**src/rtl/pipe_rca_adder.sv**
```systemverilog
// Pipelined ripple-carry adder/subtractor: one CHUNK-bit slice per stage, valid/ready on both sides.
// Optional signed-overflow output is enabled by defining PIPE_ADD_OVF_EN.
module pipe_rca_adder #(
  parameter int WIDTH = 64,
  parameter int CHUNK = 16
) (
  input  logic             clk,
  input  logic             rst_n,
  input  logic             in_valid,
  output logic             in_ready,
  input  logic [WIDTH-1:0] a,
  input  logic [WIDTH-1:0] b,
  input  logic             cin,
  input  logic             sub,
  output logic             out_valid,
  input  logic             out_ready,
  output logic [WIDTH-1:0] sum,
  output logic             cout
`ifdef PIPE_ADD_OVF_EN
  ,
  output logic             ovf
`endif
);

  localparam int STAGES = WIDTH / CHUNK;

  // Per-stage registers: opa/opb carry the not-yet-added upper slices (skew),
  // res accumulates the finished lower slices (deskew).
  logic [WIDTH-1:0] opa_r [STAGES];
  logic [WIDTH-1:0] opb_r [STAGES];
  logic [WIDTH-1:0] res_r [STAGES];
  logic [STAGES-1:0] cy_r;
  logic [STAGES-1:0] vld_r;

  logic [WIDTH-1:0] stg_a_s [STAGES];
  logic [WIDTH-1:0] stg_b_s [STAGES];
  logic [WIDTH-1:0] stg_r_s [STAGES];
  logic [STAGES-1:0] stg_c_s;
  logic [STAGES-1:0] stg_v_s;
  logic [CHUNK:0]    slice_s [STAGES];
  logic [WIDTH-1:0]  res_s   [STAGES];
  logic [STAGES-1:0] cy_s;
  logic              adv;

  assign adv       = !out_valid || out_ready;
  assign in_ready  = adv;
  assign out_valid = vld_r[STAGES-1];
  assign sum       = res_r[STAGES-1];
  assign cout      = cy_r[STAGES-1];

  // Stage inputs: stage 0 from the ports (b inverted and carry forced for subtract), others from the previous stage.
  always_comb begin
    stg_a_s[0] = a;
    stg_b_s[0] = sub ? ~b : b;
    stg_r_s[0] = {WIDTH{1'b0}};
    stg_c_s[0] = sub ? 1'b1 : cin;
    stg_v_s[0] = in_valid;
    for (int k = 1; k < STAGES; k++) begin
      stg_a_s[k] = opa_r[k-1];
      stg_b_s[k] = opb_r[k-1];
      stg_r_s[k] = res_r[k-1];
      stg_c_s[k] = cy_r[k-1];
      stg_v_s[k] = vld_r[k-1];
    end
  end

  // Slice adders: stage k adds bits [k*CHUNK +: CHUNK] and merges them into the travelling result.
  always_comb begin
    for (int k = 0; k < STAGES; k++) begin
      slice_s[k] = {1'b0, stg_a_s[k][k*CHUNK +: CHUNK]}
                 + {1'b0, stg_b_s[k][k*CHUNK +: CHUNK]}
                 + {{CHUNK{1'b0}}, stg_c_s[k]};
      res_s[k] = stg_r_s[k];
      res_s[k][k*CHUNK +: CHUNK] = slice_s[k][CHUNK-1:0];
      cy_s[k] = slice_s[k][CHUNK];
    end
  end

  // Pipeline registers: whole pipe advances together, or freezes together under back-pressure.
  always_ff @(posedge clk or negedge rst_n) begin
    if (!rst_n) begin
      for (int k = 0; k < STAGES; k++) begin
        opa_r[k] <= {WIDTH{1'b0}};
        opb_r[k] <= {WIDTH{1'b0}};
        res_r[k] <= {WIDTH{1'b0}};
      end
      cy_r  <= {STAGES{1'b0}};
      vld_r <= {STAGES{1'b0}};
    end else if (adv) begin
      for (int k = 0; k < STAGES; k++) begin
        opa_r[k] <= stg_a_s[k];
        opb_r[k] <= stg_b_s[k];
        res_r[k] <= res_s[k];
      end
      cy_r  <= cy_s;
      vld_r <= stg_v_s;
    end
  end

`ifdef PIPE_ADD_OVF_EN
  logic ovf_r;
  assign ovf = ovf_r;

  // Signed overflow: operands agree in sign but the result sign differs (== carry-in XOR carry-out of MSB).
  always_ff @(posedge clk or negedge rst_n) begin
    if (!rst_n) begin
      ovf_r <= 1'b0;
    end else if (adv) begin
      ovf_r <= (stg_a_s[STAGES-1][WIDTH-1] ~^ stg_b_s[STAGES-1][WIDTH-1])
             & (slice_s[STAGES-1][CHUNK-1] ^ stg_a_s[STAGES-1][WIDTH-1]);
    end
  end
`endif

endmodule
```
**config.mk**
```make
export PLATFORM = sky130hd
export DESIGN_NAME = pipe_rca_adder
export DESIGN_NICKNAME = d
export VERILOG_FILES = /design/src/rtl/pipe_rca_adder.sv
export SDC_FILE = /design/constraint.sdc
export NUM_CORES = 1
export LEC_CHECK = 0
export ABC_AREA = 1
export ABC_CLOCK_PERIOD_IN_PS = 2650
export CAP_MARGIN = 15
export CELL_PAD_IN_SITES_DETAIL_PLACEMENT = 1
export CELL_PAD_IN_SITES_GLOBAL_PLACEMENT = 1
export CORE_UTILIZATION = 42
export CTS_CLUSTER_DIAMETER = 60
export DETAILED_ROUTE_END_ITERATION = 10
export GPL_TIMING_DRIVEN = 0
export PLACE_DENSITY_LB_ADDON = 0.1
export SYNTH_ARGS = -nofsm -noshare
export SYNTH_HDL_FRONTEND = slang
export SYNTH_SLANG_ARGS = --single-unit
```
**constraint.sdc**
```tcl
create_clock -name clk -period 2.65 [get_ports clk]
set_input_delay 0.6625 -clock clk [delete_from_list [all_inputs] [get_ports clk]]
set_output_delay 0.6625 -clock clk [all_outputs]
set_load 0.005 [all_outputs]
```
Word-level counts from Yosys, hierarchy flattened
Index checks and enable logic that the tools add are counted.
Cells by class
  $add $sub $neg: 8
  multiplexer cells: 2
  bitwise operators: 1
  reductions and logical operators: 2
Operators by type and width (number)
  16-bit by 16-bit adder with 17-bit output: 4
  17-bit by 1-bit adder with 17-bit output: 4
  64-bit 2-to-1 mux: 1
  64-bit NOT: 1
  1-bit logical NOT: 1
  1-bit logical OR: 1
  1-bit 2-to-1 mux: 1
Storage, ports and cells
  bits in registers: 552
  bits of input ports: 134
  output and inout bits: 67
  logic and storage cells: 25

Longest topological paths before layout
Gate-level depths: netlist (run 1).
  word-level depth: 4
  gate-level depth with buffers: 15
  mapped depth without buffers: 13

Least setup slack after synthesis (run 1)
Ideal clock, no wire load.
  path type: input to register
  start point: in sub
  end point: reg res_r[198] (netlist name)
  library setup time: 117 ps
  data arrival time: 2534 ps
  data required time: 2533 ps
  path slack: -2 ps
  cell stages on the path: 12
  buffers on the path: 2
  path through: buf_2 > buf_4 > or2_2 > fa_1 > inv_1 > fa_1 > inv_1 > nand2_1 > nand3_1 > or2_2 > nand3_1 > nand2_1
On the way
  word-level cells in the longest chain between the ends: 3
  elaborated cells on any way between the ends: 4
  classes of those cells: 2 x add/sub; 2 x mux
RTL lines
  start, declared: RTL line 14  | input logic sub,
  64-bit 2-to-1 mux: RTL line 54  | stg_b_s[0] = sub ? ~b : b;
  16-bit by 16-bit adder with 17-bit output: RTL line 71  | + {1'b0, stg_b_s[k][k*CHUNK +: CHUNK]}
  17-bit by 1-bit adder with 17-bit output (*): RTL line 72  | + {{CHUNK{1'b0}}, stg_c_s[k]};
  end signal, assigned by index: RTL line 85  | res_r[k] <= {WIDTH{1'b0}};
  end signal, assigned by index: RTL line 93  | res_r[k] <= res_s[k];
  end, declared: RTL line 31  | logic [WIDTH-1:0] res_r [STAGES];
Every way passes the cells marked *; elsewhere a longest branch is shown, timed or not.
A chain may end at the register's enable or synchronous reset.

Worst setup path in the final report (run 1)
  start point: reg vld_r[3]
  end point: out in_ready
On the way
  word-level cells in the longest chain between the ends: 2
RTL lines
  start, declared: RTL line 33  | logic [STAGES-1:0] vld_r;
  start signal, assigned: RTL line 88  | vld_r <= {STAGES{1'b0}};
  start signal, assigned: RTL line 96  | vld_r <= stg_v_s;
  1-bit logical NOT: RTL line 45  | assign adv = !out_valid || out_ready;
  1-bit logical OR: RTL line 45
  end, declared: RTL line 10  | output logic in_ready,
Every way passes these cells.

==> metrics list, run 1 <==
- Reg-to-reg critical path endpoint: sum[60]
- Headroom to the max-slew limit: 0.491
- Leading cell type in the layout, fill and taps excluded: sky130_fd_sc_hd__nand2_1
- Maximum achievable frequency: ~400 MHz
* Count of max-cap constraint violations: 0
- Once layout is done, the placed cells without fillers occupy ~22000 um2.
- Sum of routed wire segments on met1: roughly 25000 um
- For this design the ratio of total power to cell area is 1220 nW/um2.
- Worst stage delay on the critical path: 440 ps
* Share of layout cells above drive strength 1: 0.0835
- The floorplan has 75 rows.
* CTS Buffer Depth: 3
* Clock period minus final worst setup slack: 2510 ps
- In this run the number of H-tree levels came out at 2.
- Walking the worst path, the cells encountered are inv_1, nor2_4, inv_4, buf_12, clkdlybuf4s50_1.
- The critical path contains buffers and inverters numbering 4 combined.
- The critical path starts at vld_r[3].
- Setup violations remaining at the end of the flow were counted as 0.
* Sinks on the clock net: 360
* Share of the synthesized area in the top cell type: 0.498
- After detailed placement, the design holds a cell count of approximately 3.0k.
* Synth area leader: sky130_fd_sc_hd__dfrtp_1
- Worst-skew pair later-pin latency: just under 600 ps
- Pin count of the biggest net entering global routing: 113
* Critical path start-end classification: flip-flop to primary output
- Leak: 11.6 nW
- Final worst-path setup slack: between 100 and 150 ps
- Along the worst path, the maximum fanout reaches 2.
- Global-route total usage across every layer: 0.259
- The tightest min-delay check is of the primary input to async pin type.
- Worst Path Arrival: 1850 ps
* Post-synthesis net count: around 2.5k
- For this design the total switching power over the nets is ~11 mW.
- Post-detail-place hpwl: 40300 um
- After clock tree synthesis, the flow added hold-fix buffers numbering 0.
* Startpoint type of the worst setup path: flip-flop
- Internal power comes to around 17 mW.
* Switching fraction of total power: 0.396
* Worst flop-to-flop path startpoint: opa_r[112]
- After clock tree synthesis, the clock-pin slew on the worst setup and hold paths is approximately 60 ps.
* Clock tree from TritonCTS: yes
- Power consumption: between 20 and 30 mW
- Library cell contributing the largest single delay on the critical path: sky130_fd_sc_hd__clkdlybuf4s50_1
* Top cell family by delay on the critical path: buffers and inverters
- The first routing iteration left between 500 and 600 violations.
- Die span in y: between 200 and 250 um
- For this run, the register share of the synthesized area comes to 0.498.
- Top post-synthesis cells by area: sky130_fd_sc_hd__dfrtp_1 50%, sky130_fd_sc_hd__nand2_1 21%, sky130_fd_sc_hd__o21ai_0 4.5%
- For this run the aggregate overflow at the end of global routing stands at 0.
- The clock arrives with between 15 and 20 ps of skew.
* Weighted congestion at the end of routability-driven global placement: between 0.8 and 0.9
- The synthesized netlist contains 28 unique library cells.
* Wire length on met3: about 1500 um
- Measured on the finished design, the core utilization comes to 0.530.
- Top layer reached by signal wires: met4
- Layout-stage area growth over the synthesis result: 23.8%
- Detailed-route via count: 15.3k
- Fin Hold WS: ~44 ps
* Final Instance Count excl. Fillers: a little over 3k
- Input and output buffers added on the ports amount to a little under 200.
- In this run the remaining antenna-violating nets after routing total 0.
- roughly 200 I/O pins were placed.
- Routed wire length: roughly 55000 um
* Setup TNS: 0 ps
* Setup repair after global routing missed its margin: false
- The final layout contains 2719 nets.
- In the routed design, unresolved DRC markers number 0.
- For the worst flop-to-flop path, the logic depth is 10.
- For this run, the number of Yosys warnings is 0.
- Counting the buffers created by CTS gives 44.
- Dividing the final minimum period by the clock period gives 0.948.
* First drt pass iteration count: 5
- The cell sitting at the root of the clock tree is a sky130_fd_sc_hd__clkbuf_16.
- CP required: 1990 ps
* Area of the die: 43900 um2
- Summing every instance area after synthesis gives roughly 18000 um2.
* Fraction of power consumed by the clock network: 0.224
- The worst-case IR drop observed on VDD is 0.000443 V.
* Setup crit end kind: primary output
- The number of global-route vias before repair is roughly 16k.
- Dividing the detail-routed via count by the number of cells gives ~5.
* Commonest cells after routing, fill and taps aside: 1007 x sky130_fd_sc_hd__nand2_1, 360 x sky130_fd_sc_hd__dfrtp_1, 214 x sky130_fd_sc_hd__inv_1, 197 x sky130_fd_sc_hd__clkdlybuf4s50_1, 164 x sky130_fd_sc_hd__o21ai_0
* Total cell area at the placement stage: approximately 21000 um2
- Area of the core: ~42000 um2
- The final-report max-slew violation count was 0.
- The first global-routing pass estimated 88900 um of wire.
* Sequential share of power: 0.343
- Post-synthesis instance total: roughly 2.3k
- The initial utilization of the core area, before any placement, comes to 0.428.
- FF-to-FF setup slack: 370 ps
- Outcome: completed
- Worst Setup Slack post-DPL: -760 ps
- At the pin with the least slew margin, the transition time is 764 ps.
- Avg Cell Area, Syn: around 8 um2
- The synthesized design contains 360 register bits.
- The share of total power dissipated in combinational logic is 0.433.
* Detailed-route wire length per cell: 17.6 um
- The routed design uses 26500 um of met2 wire.
- Die span in x: 210 um
- The number of hold violations in the final report was 0.
* Antenna violations before repair: 1
## cells in the mapped netlist
master and count:
sky130_fd_sc_hd__inv_2 1, sky130_fd_sc_hd__nor3_1 17, sky130_fd_sc_hd__nand3b_1 9, sky130_fd_sc_hd__dfrtp_1 360
sky130_fd_sc_hd__nand3_1 78, sky130_fd_sc_hd__ha_1 60, sky130_fd_sc_hd__nor2_1 51, sky130_fd_sc_hd__fa_1 8
sky130_fd_sc_hd__xnor2_1 63, sky130_fd_sc_hd__or2_1 2, sky130_fd_sc_hd__a211o_1 2, sky130_fd_sc_hd__buf_2 34
sky130_fd_sc_hd__clkbuf_1 25, sky130_fd_sc_hd__a21o_1 1, sky130_fd_sc_hd__a31oi_1 1, sky130_fd_sc_hd__o22ai_1 1
sky130_fd_sc_hd__o21ai_1 11, sky130_fd_sc_hd__o21ai_0 164, sky130_fd_sc_hd__buf_4 90, sky130_fd_sc_hd__a21oi_1 31
sky130_fd_sc_hd__nor2_4 1, sky130_fd_sc_hd__inv_1 214, sky130_fd_sc_hd__xor2_1 17, sky130_fd_sc_hd__nand2_1 1007
sky130_fd_sc_hd__or2_2 6, sky130_fd_sc_hd__and2_1 4, sky130_fd_sc_hd__or2_0 5, sky130_fd_sc_hd__nand4_1 4
## layer usage
| metal | track usage | up-vias |
|---|---|---|
| li1 | - | 7436 |
| met1 | 0.350 | 7522 |
| met2 | 0.439 | 229 |
| met3 | 0.0287 | 69 |
| met4 | 0.0763 | 0 |
| met5 | 0 | - |
## flip-flops by register name (all words and copies together) (netlist names)
register,flops
cy_r,4
opa_r,96
opb_r,96
res_r,96
sum,64
vld_r,4
## worst max-delay path by stage
stage                 endpoint  cells after the start
finish                in_ready                      5
global route          in_ready                      5
CTS                    cy_r[0]                     15
detailed placement    in_ready                      6
global placement    opa_r[230]                      1
floorplan           res_r[198]                     12
## logic make-up (layout without fill, tap and decap cells)
| family | after synthesis | count (layout) | share of synthesized area |
|---|---|---|---|
| AOI/OAI and AO/OA | 211 | 211 | 0.0591 |
| xor gates and xnor gates | 80 | 80 | 0.0387 |
| adders and majority gates | 68 | 68 | 0.0503 |
| buffers and inverters | 364 | 649 | 0.0965 |
| DFF | 360 | 360 | 0.498 |
| other | 0 | 2 | 0 |
| and+or+nand+nor | 1184 | 1184 | 0.257 |
## power by group through the flow
stage	clock [mW]	combinational, mW	sequential, mW
6_report	6.14	11.9	9.39
5_1_grt	6.44	13.5	9.68
4_1_cts	6.28	12.0	9.41
3_5_place_dp	0	11.8	9.45
3_3_place_gp	0	11.4	9.39
2_1_floorplan	0	7.72	8.95
## cell type report
cell class,count,area [um2]
fillers,5138,19800
flip-flops and latches,360,9010
multi-input cells,1543,7350
repair buffers,205,2100
clock buffers,62,1280
plain buffers,148,960
inverters,215,810
well taps,539,674
clock inverters,19,206
diodes,2,5.00
## timing repair
item / 4_1_cts / 5_1_grt
buffers inserted: 3 / 0
setup endpoints to repair: 1 / 8
resized for setup: 6 / 5
pin swaps: 1 / 0
No activity file was read; power rests on OpenSTA's default activity.
==> run 2, diff against run 1 <==
--- a/config.mk
+++ b/config.mk
@@ -7,7 +7,7 @@
 export LEC_CHECK = 0
 export ABC_AREA = 1
 export ABC_CLOCK_PERIOD_IN_PS = 2650
-export CAP_MARGIN = 15
+export CAP_MARGIN = 40
 export CELL_PAD_IN_SITES_DETAIL_PLACEMENT = 1
 export CELL_PAD_IN_SITES_GLOBAL_PLACEMENT = 1
 export CORE_UTILIZATION = 42
@@ -15,6 +15,7 @@
 export DETAILED_ROUTE_END_ITERATION = 10
 export GPL_TIMING_DRIVEN = 0
 export PLACE_DENSITY_LB_ADDON = 0.1
+export SKIP_LAST_GASP = 1
 export SYNTH_ARGS = -nofsm -noshare
 export SYNTH_HDL_FRONTEND = slang
 export SYNTH_SLANG_ARGS = --single-unit
==> results of run 2 <==
Final layout, timing and power as in run 1 (identical DEF).
==> run 3, diff against run 2 <==
--- a/config.mk
+++ b/config.mk
@@ -7,7 +7,7 @@
 export LEC_CHECK = 0
 export ABC_AREA = 1
 export ABC_CLOCK_PERIOD_IN_PS = 2650
-export CAP_MARGIN = 40
+export CAP_MARGIN = 5
 export CELL_PAD_IN_SITES_DETAIL_PLACEMENT = 1
 export CELL_PAD_IN_SITES_GLOBAL_PLACEMENT = 1
 export CORE_UTILIZATION = 42
==> results of run 3 <==
Final layout, timing and power as in run 1 (identical DEF).
